### config.mk
export PLATFORM = sky130hd
export DESIGN_NAME = mpt_walk_arbiter
export DESIGN_NICKNAME = d
export VERILOG_FILES = /design/src/rtl/mpt_pkg.sv /design/src/rtl/mpt_arb_grant.sv /design/src/rtl/mpt_walk_arbiter.sv
export SDC_FILE = /design/constraint.sdc
export NUM_CORES = 1
export LEC_CHECK = 0
export ABC_AREA = 1
export BUFFER_PORTS_ARGS = -buffer_cell sky130_fd_sc_hd__buf_2
export CAP_MARGIN = 20
export CORE_MARGIN = 3
export CORE_UTILIZATION = 40
export DETAILED_ROUTE_END_ITERATION = 8
export PLACE_DENSITY = 0.77
export SYNTH_ARGS = -nofsm -noshare
export SYNTH_HDL_FRONTEND = slang
export SYNTH_HIERARCHICAL = 1
export SYNTH_SLANG_ARGS = --single-unit
### constraint.sdc
create_clock -name clk_i -period 1.3 [get_ports clk_i]
set_input_delay 0.13 -clock clk_i [delete_from_list [all_inputs] [get_ports clk_i]]
set_output_delay 0.13 -clock clk_i [all_outputs]
set_load 0.02 [all_outputs]
### src/rtl/mpt_pkg.sv
// mpt_pkg: shared types and constants for the MPT (memory protection table)
// lookup path.
//
// Contents:
//   PLEN                 physical address width
//   mpt_access_e         access type carried by a lookup
//   mpt_permissions_e    permissions returned by a lookup
//   page_format_fault_e  fault returned by the walker (NO_ERROR when clean)
//   mpt_arb_state_e      state encoding of the walk arbiter FSM
//   mpt_gate_perm()      forces DISALLOWED whenever a fault is present
package mpt_pkg;

    localparam int PLEN = 56;

    typedef enum logic [1:0] {
        ACCESS_NONE  = 2'd0,
        ACCESS_READ  = 2'd1,
        ACCESS_WRITE = 2'd2,
        ACCESS_EXEC  = 2'd3
    } mpt_access_e;

    typedef enum logic [2:0] {
        DISALLOWED = 3'd0,
        ALLOW_R    = 3'd1,
        ALLOW_W    = 3'd2,
        ALLOW_RW   = 3'd3,
        ALLOW_X    = 3'd4,
        ALLOW_RX   = 3'd5,
        ALLOW_WX   = 3'd6,
        ALLOW_RWX  = 3'd7
    } mpt_permissions_e;

    typedef enum logic [1:0] {
        NO_ERROR       = 2'd0,
        NOT_VALID_ADDR = 2'd1,
        INVALID_FORMAT = 2'd2,
        RESERVED_BIT   = 2'd3
    } page_format_fault_e;

    typedef enum logic [2:0] {
        ARB_IDLE  = 3'd0,
        ARB_ISSUE = 3'd1,
        ARB_WAIT  = 3'd2,
        ARB_RESP  = 3'd3,
        ARB_DRAIN = 3'd4
    } mpt_arb_state_e;

    // A faulting walk never grants any permission, whatever the walker
    // reported alongside the fault.
    function automatic mpt_permissions_e mpt_gate_perm(
        input mpt_permissions_e   perm,
        input page_format_fault_e fault
    );
        return (fault != NO_ERROR) ? DISALLOWED : perm;
    endfunction

endpackage

### src/rtl/mpt_arb_grant.sv
// mpt_arb_grant: picks one requester from a valid vector.
//
// The search starts at index 'ptr' and wraps around; the first valid index
// found wins. Tying 'ptr' to zero turns this into plain lowest-index-wins
// fixed priority.
//
// Ports:
//   valid      in   NUM_REQ  requesters currently asking
//   ptr        in   IDX_W    index that has highest priority this cycle
//   grant      out  NUM_REQ  one-hot grant (all zero when nothing is valid)
//   grant_idx  out  IDX_W    binary index of the granted requester
module mpt_arb_grant #(
    parameter int NUM_REQ = 2,
    parameter int IDX_W   = (NUM_REQ > 1) ? $clog2(NUM_REQ) : 1
) (
    input  logic [NUM_REQ-1:0] valid,
    input  logic [IDX_W-1:0]   ptr,
    output logic [NUM_REQ-1:0] grant,
    output logic [IDX_W-1:0]   grant_idx
);

    // Walk the requesters in priority order beginning at ptr; the first
    // valid one found stops further grants via 'found'.
    always_comb begin : pick_first
        logic found;
        int   cand;
        found     = 1'b0;
        cand      = 0;
        grant     = '0;
        grant_idx = '0;
        for (int i = 0; i < NUM_REQ; i++) begin
            cand = (int'(ptr) + i) % NUM_REQ;
            if (!found && valid[cand]) begin
                found       = 1'b1;
                grant[cand] = 1'b1;
                grant_idx   = IDX_W'(cand);
            end
        end
    end

endmodule

### src/rtl/mpt_walk_arbiter.sv
// mpt_walk_arbiter: shares a single MPT walker between NUM_REQ requesters.
// One lookup is outstanding at a time: accept -> issue to walker -> wait for
// completion -> one-cycle response pulse to the owning requester.
//
// Configuration macro:
//   MPT_ARB_ROUND_ROBIN_EN  defined: round-robin grant with a priority pointer
//                           undefined: fixed priority, lowest index wins
//
// Ports:
//   clk_i         in   1              clock, rising edge
//   rst_ni        in   1              asynchronous active-low reset
//   req_valid_i   in   NUM_REQ        per-requester lookup request
//   req_ready_o   out  NUM_REQ        per-requester accept (one-hot or zero)
//   req_paddr_i   in   NUM_REQ x PLEN per-requester physical address
//   req_access_i  in   NUM_REQ x acc  per-requester access type
//   rsp_valid_o   out  NUM_REQ        one-cycle response pulse to the owner
//   rsp_perm_o    out  perm           response permissions (DISALLOWED idle)
//   rsp_fault_o   out  fault          response fault (NO_ERROR idle)
//   ptw_valid_o   out  1              walk request
//   ptw_ready_i   in   1              walker accepts request
//   ptw_paddr_o   out  PLEN           walk address
//   ptw_access_o  out  acc            walk access type
//   ptw_done_i    in   1              walker completion pulse
//   ptw_perm_i    in   perm           walker result permissions
//   ptw_fault_i   in   fault          walker result fault
//   flush_i       in   1              discard the in-flight lookup
//   busy_o        out  1              high whenever not idle
module mpt_walk_arbiter
    import mpt_pkg::*;
#(
    parameter int NUM_REQ = 2,
    parameter int PLEN    = mpt_pkg::PLEN
) (
    input  logic                          clk_i,
    input  logic                          rst_ni,
    input  logic [NUM_REQ-1:0]            req_valid_i,
    output logic [NUM_REQ-1:0]            req_ready_o,
    input  logic [NUM_REQ-1:0][PLEN-1:0]  req_paddr_i,
    input  mpt_access_e [NUM_REQ-1:0]     req_access_i,
    output logic [NUM_REQ-1:0]            rsp_valid_o,
    output mpt_permissions_e              rsp_perm_o,
    output page_format_fault_e            rsp_fault_o,
    output logic                          ptw_valid_o,
    input  logic                          ptw_ready_i,
    output logic [PLEN-1:0]               ptw_paddr_o,
    output mpt_access_e                   ptw_access_o,
    input  logic                          ptw_done_i,
    input  mpt_permissions_e              ptw_perm_i,
    input  page_format_fault_e            ptw_fault_i,
    input  logic                          flush_i,
    output logic                          busy_o
);

    localparam int IDX_W = (NUM_REQ > 1) ? $clog2(NUM_REQ) : 1;

    mpt_arb_state_e     state_q, state_d;
    logic [NUM_REQ-1:0] grant;
    logic [IDX_W-1:0]   grant_idx;
    logic [IDX_W-1:0]   ptr;
    logic [IDX_W-1:0]   owner_q;
    logic [PLEN-1:0]    paddr_q;
    mpt_access_e        access_q;
    mpt_permissions_e   perm_q;
    page_format_fault_e fault_q;
    logic               accept;
    logic               latch_rsp;

    // Accepting is qualified with rst_ni so that req_ready_o is already low
    // while reset is held, not just once the state register has cleared.
    assign accept = (state_q == ARB_IDLE) && rst_ni && (|req_valid_i) && !flush_i;

`ifdef MPT_ARB_ROUND_ROBIN_EN
    logic [IDX_W-1:0] ptr_q;

    // The requester just served drops to lowest priority.
    always_ff @(posedge clk_i or negedge rst_ni) begin
        if (!rst_ni) begin
            ptr_q <= '0;
        end else if (accept) begin
            ptr_q <= (grant_idx == IDX_W'(NUM_REQ - 1)) ? '0 : grant_idx + IDX_W'(1);
        end
    end

    assign ptr = ptr_q;
`else
    assign ptr = '0;
`endif

    mpt_arb_grant #(
        .NUM_REQ (NUM_REQ),
        .IDX_W   (IDX_W)
    ) u_grant (
        .valid     (req_valid_i),
        .ptr       (ptr),
        .grant     (grant),
        .grant_idx (grant_idx)
    );

    always_ff @(posedge clk_i or negedge rst_ni) begin
        if (!rst_ni) begin
            state_q <= ARB_IDLE;
        end else begin
            state_q <= state_d;
        end
    end

    // Request and result registers: the walker sees a stable copy of the
    // accepted request, and the response pulse replays the latched result.
    always_ff @(posedge clk_i or negedge rst_ni) begin
        if (!rst_ni) begin
            owner_q  <= '0;
            paddr_q  <= '0;
            access_q <= ACCESS_NONE;
            perm_q   <= DISALLOWED;
            fault_q  <= NO_ERROR;
        end else begin
            if (accept) begin
                owner_q  <= grant_idx;
                paddr_q  <= req_paddr_i[grant_idx];
                access_q <= req_access_i[grant_idx];
            end
            if (latch_rsp) begin
                perm_q  <= mpt_gate_perm(ptw_perm_i, ptw_fault_i);
                fault_q <= ptw_fault_i;
            end
        end
    end

    // Next-state and outputs. A flush that lands on the same cycle as the
    // walker handshake cannot recall the walk, so that case drains the
    // walker's completion instead of returning straight to idle.
    always_comb begin
        state_d     = state_q;
        req_ready_o = '0;
        ptw_valid_o = 1'b0;
        rsp_valid_o = '0;
        rsp_perm_o  = DISALLOWED;
        rsp_fault_o = NO_ERROR;
        latch_rsp   = 1'b0;
        case (state_q)
            ARB_IDLE: begin
                if (accept) begin
                    req_ready_o = grant;
                    state_d     = ARB_ISSUE;
                end
            end
            ARB_ISSUE: begin
                ptw_valid_o = 1'b1;
                if (flush_i) begin
                    state_d = ptw_ready_i ? ARB_DRAIN : ARB_IDLE;
                end else if (ptw_ready_i) begin
                    state_d = ARB_WAIT;
                end
            end
            ARB_WAIT: begin
                if (ptw_done_i) begin
                    if (flush_i) begin
                        state_d = ARB_IDLE;
                    end else begin
                        latch_rsp = 1'b1;
                        state_d   = ARB_RESP;
                    end
                end else if (flush_i) begin
                    state_d = ARB_DRAIN;
                end
            end
            ARB_RESP: begin
                rsp_valid_o[owner_q] = 1'b1;
                rsp_perm_o           = perm_q;
                rsp_fault_o          = fault_q;
                state_d              = ARB_IDLE;
            end
            ARB_DRAIN: begin
                if (ptw_done_i) begin
                    state_d = ARB_IDLE;
                end
            end
            default: begin
                state_d = ARB_IDLE;
            end
        endcase
    end

    assign ptw_paddr_o  = paddr_q;
    assign ptw_access_o = access_q;
    assign busy_o       = (state_q != ARB_IDLE);

endmodule

## After elaboration in Yosys (flattened, before gate mapping)

Index checks and enable logic that the tools add are counted.

- Word-level logic and storage cells: 58
- Input bits: 128
- Bits in registers: 67

- Reduce and logical (&&, ||, !) cells: 12
- Multiplexer cells: 29
- Magnitude comparators: 3
- Eq/ne operators: 8

Operator list:

| cell | count |
|---|---|
| 56-bit two-way mux | 2 |
| 3-bit two-way mux | 9 |
| 2-bit two-way mux | 8 |
| 3-bit case mux with 4 select lines | 1 |
| 1-bit two-way mux | 8 |
| 3-bit by 2-bit == test with 1-bit output, second input constant | 2 |
| 3-bit != test, second input constant | 2 |
| 1-bit logical AND | 5 |
| 1-bit by 2-bit less-than comparator with 1-bit output, second input constant | 2 |
| 2-bit != test, second input constant | 2 |
| 4-bit AND reduction | 1 |
| 3-bit by 1-bit == test with 1-bit output, second input constant | 1 |
| 3-bit == test, second input constant | 1 |
| 3-bit zero test | 1 |
| 3-bit nonzero test | 1 |
| 1-bit zero test | 2 |
| 2-bit nonzero test | 1 |
| 2-bit OR reduction | 1 |
| 1-bit demux with 1-bit select | 1 |
| 1-bit greater-or-equal comparator, second input constant | 1 |

## Longest topological paths before layout

Gate-level depths: netlist of the first run.

- Depth after elaboration: 6
- Depth in mapped cells: 8
- Gate-level depth less buffers: 7

## Modules after synthesis

The synthesis of the first run kept the hierarchy.

Modules (own cells, without submodules):

| module | area an instance (sq um) | cells each | instances |
|---|---|---|---|
| mpt_walk_arbiter | 3409.5 | 335 | 1 |
| mpt_arb_grant | 28.8 | 5 | 1 |

## Worst setup path before layout of the first run

OpenSTA, ideal clock, no wires.

- Path type: flip-flop to output port
- Start: reg state_q[1]
- End: out req_ready_o[0]
- Setup slack: -0.267 ns
- Arrival: 1.437 ns
- Cell stages (with the launch flop): 6
- Data required time: 1.170 ns
- Buffers on the path: 1
- Cell sequence: dfrtp_1 -> nor2_2 -> nand2_2 -> or2_4 -> clkbuf_1 -> nor2_1

- Longest elaborated chain between the ends: 6

RTL lines:

| what | RTL line | RTL |
|---|---|---|
| start, declared | mpt_walk_arbiter.sv:56 | `mpt_arb_state_e state_q, state_d;` |
| start signal, assigned | mpt_walk_arbiter.sv:103 | `state_q <= state_d;` |
| 3-bit zero test * | mpt_walk_arbiter.sv:70, mpt_walk_arbiter.sv:140 |  |
| 1-bit logical AND (3 in a row) | mpt_walk_arbiter.sv:70 | `assign accept = (state_q == ARB_IDLE) && rst_ni && (\|req_valid_i) && !flush_i;` |
| 2-bit two-way mux | mpt_walk_arbiter.sv:142 | `if (accept) begin` |
| 2-bit two-way mux * | mpt_walk_arbiter.sv:140 | `case (state_q)` |
| end, declared | mpt_walk_arbiter.sv:37 | `output logic [NUM_REQ-1:0] req_ready_o,` |

Mark *: on every way between the ends. The rest lies on a longest branch, timed or not.

## Worst setup path in the final report of the first run

Same ends and word-level chain as after synthesis.

==> results.md, run 1 <==
- Wire length per cell after detailed routing: 15.72 µm
- Worst ir drop on vdd: 1.308 mV
- Antenna cells: 0
- Initial DRT Pass Iterations: 4
- Total number of clock tree sinks: 67
- Relative area change from synthesis to final layout: 58.92%
- Sort of element at the end of the critical path: output port
- Startpoint of the lowest-slack register-to-register path: state_q[1]
- Synthesized cell area: 3438 µm²
- Total global routing overflow: 0
- Min cycle time layout: 1.676 ns
- Final net count: 703
- Wire length of the first global-routing pass: 15460 µm
- Count of state elements after synthesis: 67
- Width of the chip: 98.72 µm
- Critical path start-end classification: flop to output port
- Clock skew: between 0.009 and 0.01 ns
- Fillers: 652
- Number of nets with antenna violations after detailed routing: 0
- Clock Tree Buf Depth: 2
- Max capacitance violation total: 0
- Pre-CTS worst setup slack: -0.1201 ns
- Count of cell types in the netlist: 21
- Source of the critical timing path: state_q[1]
- Hold Path Stages: 3
- Drt first-iter violations: 91
- Via count of the routed design: 3395
- CP Data Arrival Time: 1.55 ns
- Result of the run: finished with violations
- Total area of sequential cells: between 1500 and 2000 µm²
- Multi-input combinational cell area: 1730 µm²
- Antenna violations before repair: 0
- Total Neg Setup Slack: -21.86 ns
- DRC violation count after routing: 0
- Synth Area per Inst: 10.11 µm²
- Post-route worst setup slack: -0.3763 ns
- Class of the worst hold path: input port to flop
- Share of layout cells above drive strength 1: roughly three fifths
- Ratio of routed vias to standard cells: between 4 and 5
- Unrepaired setup endpoints after global routing: yes
- Initial cell density of the core: 41.43%
- Slew HR: 43.56%
- Startpoint types: flop
- Maximum level of the CTS H-tree: 3
- Capturing element of the worst setup path: req_ready_o[0]
- Violations in the final reports: negative setup slack
- Final Slew Violations: 0
- Ratio of total power to cell area: about 2000 nW/µm²
- Global Route Usage Sum: 19.58%
- Vias in the first global route: 3348
- Clock tree from TritonCTS: done
- Gate count after technology mapping: 340
- Transition time at the pin with the least slew margin: 0.8466 ns
- Required time at the worst-slack endpoint: 1.17 ns
- Worst flop-to-flop path endpoint: ptw_paddr_o[43]
- Slack of the worst reg-to-reg path: -0.33 ns
- Inserted Clock Buffers: 9
- Worst-skew pair later-pin latency: 0.33 ns
- Hpwl dp: between 6000 and 7000 µm
- CTS clk-pin slew, worst paths: 0.07 ns
- Die area: 9745 µm²
- Die height: 98.72 µm
- Warnings, synthesis: 6
- Final worst path period share: 128.9%
- Detailed-route wire length: 10750 µm
- Number of hold violations in the final report: 0
- Std cell rows: 33
- RD Place Congestion: just under 0.8
- Highest achievable clock rate: 0.5965 GHz
- Pin count of the biggest net entering global routing: 68
- Largest fanout on the critical path: 3
- Static power due to leakage: 2.920 nW
- Number of placed I/O pins: between 150 and 200
- Number of setup violations in the final report: 78
- Post-CTS Hold Fix Bufs: 0
- Port-buffer cells: 196
- Share of synthesized area occupied by flip-flops and latches: 48.76%
- R2r worst-path depth: 8
- Root cell of the clock tree: sky130_fd_sc_hd__clkbuf_8
- Core Area: 8299 µm²
==> through the flow <==
| stage | total power (W) | instance area [µm²] | hold WS, ns | util [%] | cells |
|---|---|---|---|---|---|
| after global routing | 0.01190 | 5464 | 0.03466 | 65.84 | 684 |
| final | 0.01121 | 5464 | 0.03867 | 65.84 | 684 |
| after floorplan | 0.006526 | 3467 | -0.1656 | - | 341 |
| after CTS | 0.01064 | 5137 | 0.004451 | 61.90 | 676 |
| after detailed placement | 0.008212 | 4592 | 0.3602 | 55.33 | 639 |
| after global placement | 0.008047 | 4592 | 0.3649 | 55.33 | 639 |
==> state kept, by name, indices dropped and copies added (netlist names) <==
signal,count
fault_q,2
state_q,3
ptw_paddr_o,56
owner_q,1
perm_q,3
ptw_access_o,2
==> how the worst min path moves through the flow <==
stage,end,from,slack (ns)
detailed placement,fault_q[1],ptw_fault_i[1],0.36
global route,fault_q[1],ptw_fault_i[1],0.03
floorplan,fault_q[0],rst_ni,-0.17
global placement,fault_q[1],ptw_fault_i[1],0.36
CTS,fault_q[1],ptw_fault_i[1],0.004
finish,fault_q[1],ptw_fault_i[1],0.04
==> logic make-up (layout without fill, tap and decap cells) <==
group | Yosys count | in the layout | share of synthesized area, %
other | 1 | 2 | 0.1091
buffers and inverters | 42 | 280 | 7.315
AOI/OAI and AO/OA | 69 | 69 | 14.70
muxes | 58 | 58 | 16.89
DFF | 67 | 67 | 48.76
and+or+nand+nor | 103 | 103 | 12.23
==> Yosys cell counts <==
cell | count | share of area (%)
sky130_fd_sc_hd__a21boi_2 | 1 | 0.33
sky130_fd_sc_hd__a21oi_1 | 2 | 0.29
sky130_fd_sc_hd__buf_2 | 6 | 0.87
sky130_fd_sc_hd__buf_4 | 1 | 0.22
sky130_fd_sc_hd__buf_6 | 11 | 3.6
sky130_fd_sc_hd__clkbuf_1 | 2 | 0.22
sky130_fd_sc_hd__clkinv_1 | 1 | 0.11
sky130_fd_sc_hd__conb_1 | 1 | 0.11
sky130_fd_sc_hd__dfrtp_1 | 67 | 49
sky130_fd_sc_hd__inv_1 | 21 | 2.3
sky130_fd_sc_hd__mux2i_1 | 58 | 17
sky130_fd_sc_hd__nand2_1 | 72 | 7.9
sky130_fd_sc_hd__nand2_2 | 1 | 0.18
sky130_fd_sc_hd__nand3_1 | 13 | 1.9
sky130_fd_sc_hd__nand4_1 | 3 | 0.55
sky130_fd_sc_hd__nor2_1 | 12 | 1.3
sky130_fd_sc_hd__nor2_2 | 1 | 0.18
sky130_fd_sc_hd__o21ai_0 | 7 | 1.0
sky130_fd_sc_hd__o21ai_1 | 18 | 2.6
sky130_fd_sc_hd__o21ai_2 | 41 | 10
sky130_fd_sc_hd__or2_4 | 1 | 0.25
==> routing by layer <==
layer  up-vias  share of wire, %  global-route usage (%)
met5         -                 0                       0
met4         0               2.9                   8.613
met3        32               6.9                   6.723
met2       156                52                   33.70
met1      1596                38                   21.97
li1       1611                 -                       -
==> critical path: stages, from the launching register on <==
cell                      delay [ns]
sky130_fd_sc_hd__dfrtp_1        0.40
sky130_fd_sc_hd__nor2_2         0.17
sky130_fd_sc_hd__nand2_2        0.08
sky130_fd_sc_hd__or2_4          0.26
sky130_fd_sc_hd__buf_6          0.13
sky130_fd_sc_hd__nor2_4         0.07
sky130_fd_sc_hd__buf_6          0.12
==> layout by cell type (no fill, tap or decap), drive strengths merged <==
cell,synthesis,layout
inv,21,23
clkinv,1,3
nor2,13,13
or2,1,1
mux2i,58,58
a21oi,2,2
clkbuf,2,17
a21boi,1,1
nand4,3,3
o21ai,66,66
nand2,73,73
buf,18,237
conb,1,2
dfrtp,67,67
nand3,13,13
==> repair_timing <==
action | CTS | global route
gates resized for setup | 59 | 58
setup buffers | 25 | 9
pin swaps | 12 | 12
endpoints found under the setup margin | 71 | 78
hold endpoints to repair | 0 | 0
cloned | 3 | 8
==> where the power goes <==
group | internal, W | switching [W] | leakage (nW)
Combinational | 0.00269 | 0.00344 | 2.00
Sequential | 0.00305 | 0.000559 | 0.830
Clock | 0.000726 | 0.000737 | 0.0860
==> area by class of cell <==
| class | count | area share, % |
|---|---|---|
| multi-input cells | 232 | 31.67 |
| flip-flops and latches | 67 | 30.68 |
| repair buffers | 242 | 30.46 |
| clock buffers | 12 | 2.656 |
| well taps | 105 | 2.404 |
| inverters | 22 | 1.695 |
| clock inverters | 3 | 0.2748 |
| repair inverters | 1 | 0.1603 |
No activity file was read; power rests on OpenSTA's default activity.
==> run 2: changes to the inputs <==
- GPL_ROUTABILITY_DRIVEN: not set -> 0
- PLACE_DENSITY: 0.77 -> 0.81
==> run 2 against run 1 <==
  * The flow still finishes with violations (negative setup slack)
  * Clock-buffer cell count grew 2
  * Core utilization fell by 2.5 points
  * Worst setup slack improved by 0.0098 ns
  * Hold slack got worse by 0.012 ns
  * Via count fell by 3.3%
  * Total power fell by 3.3%
  * Die area stayed put
  * Combinational power fell by 11%
  * Sequential cell count unchanged
  * Cell area is 3.9% lower
  * First-iteration DRC count fell by 9.9%
  * Final cell count is 2.8% lower
  * Largest cell class is now sequential cells
  * Largest power group unchanged
==> results.md, run 2 (synthesized netlist as in run 1, its figures left out) <==
- Result of the run: finished with violations
- Violations in the final reports: negative setup slack
- Unrepaired setup endpoints after global routing: yes
- Max capacitance violation total: 0
- Via count of the routed design: about 3.3k
- Number of placed I/O pins: 197
- Post-Layout Inst Area: 5253 µm²
- Total Neg Setup Slack: -19.73 ns
- Final worst path period share: 128.2%
- Max reg flops: 56
- Die area: 9745 µm²
- Transition time at the pin with the least slew margin: 0.8376 ns
- Final Slew Violations: 0
- Drt first-iter violations: 82
- Wire length of the first global-routing pass: 15470 µm
- Library cell contributing the largest single delay on the critical path: sky130_fd_sc_hd__dfrtp_1
- Clock tree from TritonCTS: done
- Startpoint of the lowest-slack register-to-register path: state_q[0]
- Startpoint types: flop
- Total number of clock tree sinks: 67
- Smallest hold slack: 0.02643 ns
- Clock Tree Buf Depth: 2
- Number of hold violations in the final report: 0
- Die height: approximately 99 µm
- Source of the critical timing path: state_q[0]
- Ordered cell list for the critical path: nor2_2 > nand2_2 > or2_4 > buf_6 > nor2_4 > buf_6
- Static power due to leakage: 2.836 nW
- Worst ir drop on vdd: 1.116 mV
- Relative area change from synthesis to final layout: 52.77%
- Ratio of total power to cell area: 2063 nW/µm²
- Worst-skew pair later-pin latency: 0.33 ns
- Initial cell density of the core: 41.43%
- Wire length per cell after detailed routing: 14.73 µm
- Global Route Usage Sum: 19.72%
- Detailed-route wire length: 9796 µm
- Fillers: 688
- CTS clk-pin slew, worst paths: approximately 0.070 ns
- End-of-flow core utilization: 63.29%
- Port-buffer cells: between 150 and 200
- Inserted Clock Buffers: 9
- Core Area: 8299 µm²
- Antenna violations before repair: 0
- Commonest non-fill, non-tap cell in the layout: sky130_fd_sc_hd__buf_2
- Clock skew: 0.006707 ns
- Post-CTS Hold Fix Bufs: 0
- Hpwl dp: 6510 µm
- Initial DRT Pass Iterations: 4
- Highest achievable clock rate: ~0.60 GHz
- Final net count: 684
- Root cell of the clock tree: sky130_fd_sc_hd__clkbuf_8
- Ratio of routed vias to standard cells: 4.937
- Std cell rows: 33
- Vias in the first global route: 3393
- Share of layout cells above drive strength 1: 56.96%
- Cell area after placement: 4577 µm²
- Width of the chip: about 99 µm
- Class of the worst hold path: input port to asynchronous set/reset pin
- Maximum level of the CTS H-tree: 3
- Delay of the slowest cell on the worst path: 0.39 ns
- Antenna cells: 0
- Slew HR: 44.16%
- CP Data Arrival Time: 1.54 ns
- Number of setup violations in the final report: 73
- DRC violation count after routing: 0
- Largest fanout on the critical path: 3
- Post-route worst setup slack: -0.3665 ns
- Number of nets with antenna violations after detailed routing: 0
- Pre-CTS worst setup slack: -0.09124 ns
- Sort of element at the end of the critical path: output port
- Leading cell types in the layout, fill and taps excluded: sky130_fd_sc_hd__buf_2 (185), sky130_fd_sc_hd__dfrtp_1 (67), sky130_fd_sc_hd__mux2i_1 (58)
- Pin count of the biggest net entering global routing: a little under 70
- Total global routing overflow: 0
- Required time at the worst-slack endpoint: between 1 and 1.5 ns
- Min cycle time layout: 1.666 ns
- Critical path start-end classification: flop to output port
- Top cell by count, worst path: sky130_fd_sc_hd__buf_6
==> run 2: cell types whose count changed in the layout (fill, tap and decap cells not counted), moves of 4 or more <==
cell and delta:
sky130_fd_sc_hd__nand3_2 -5, sky130_fd_sc_hd__buf_4 -4, sky130_fd_sc_hd__clkbuf_16 -5, sky130_fd_sc_hd__nand3_1 +5, sky130_fd_sc_hd__nand2_1 +4, sky130_fd_sc_hd__buf_6 -12
==> run 2: area by class of cell <==
type	count	area [µm²]	area share (%)
clock buffers	14	182.7	3.478
clock inverters	1	30.03	0.5717
inverters	22	86.33	1.644
multi-input cells	232	1665	31.71
flip-flops and latches	67	1677	31.92
well taps	105	131.4	2.501
repair buffers	223	1476	28.11
repair inverters	1	3.754	0.07146
==> run 2: critical path: cells and delay by family, from the launching register on <==
kind,cells,cell delay [ns]
buf+inv,2,0.25
flops,1,0.39
simple gates,4,0.57
==> run 2: worst paths after layout <==
check                      slack, ns              end  cells after the start
setup reg to reg               -0.34  ptw_access_o[0]                      7
hold / removal                  0.03       fault_q[0]                      2
min in group clk_i              0.05        perm_q[2]                      3
hold reg to reg                 0.48  ptw_paddr_o[41]                      2
max in group asynchronous       0.71       state_q[1]                      2
setup / recovery               -0.37   req_ready_o[0]                      6
==> run 2: power breakdown <==
group          switching [W]  internal, W  total (W)
clock network       0.000729      0.00109    0.00182
registers           0.000533      0.00306    0.00359
logic                0.00318      0.00224    0.00543
total                0.00445      0.00639     0.0108
==> run 2: per-layer routing <==
metal	global-route usage [%]	part of all wire, %	up-vias
li1	-	-	1570
met1	22.28	38	1539
met2	35.88	54	148
met3	4.954	6.8	26
met4	7.143	2.1	0
met5	0	0	-
==> run 2: metrics by stage <==
step,std cells,power (W)
6_report,665,0.01083
2_1_floorplan,341,0.006526
3_3_place_gp,637,0.008023
4_1_cts,666,0.01084
3_5_place_dp,637,0.008224
5_1_grt,665,0.01148
==> run 2: timing repair <==
| item | 4_1_cts | 5_1_grt |
|---|---|---|
| buffers inserted | 10 | 2 |
| cloned | 7 | 1 |
| setup endpoints to repair | 73 | 78 |
| pin swaps | 8 | 5 |
| gates resized for setup | 63 | 15 |
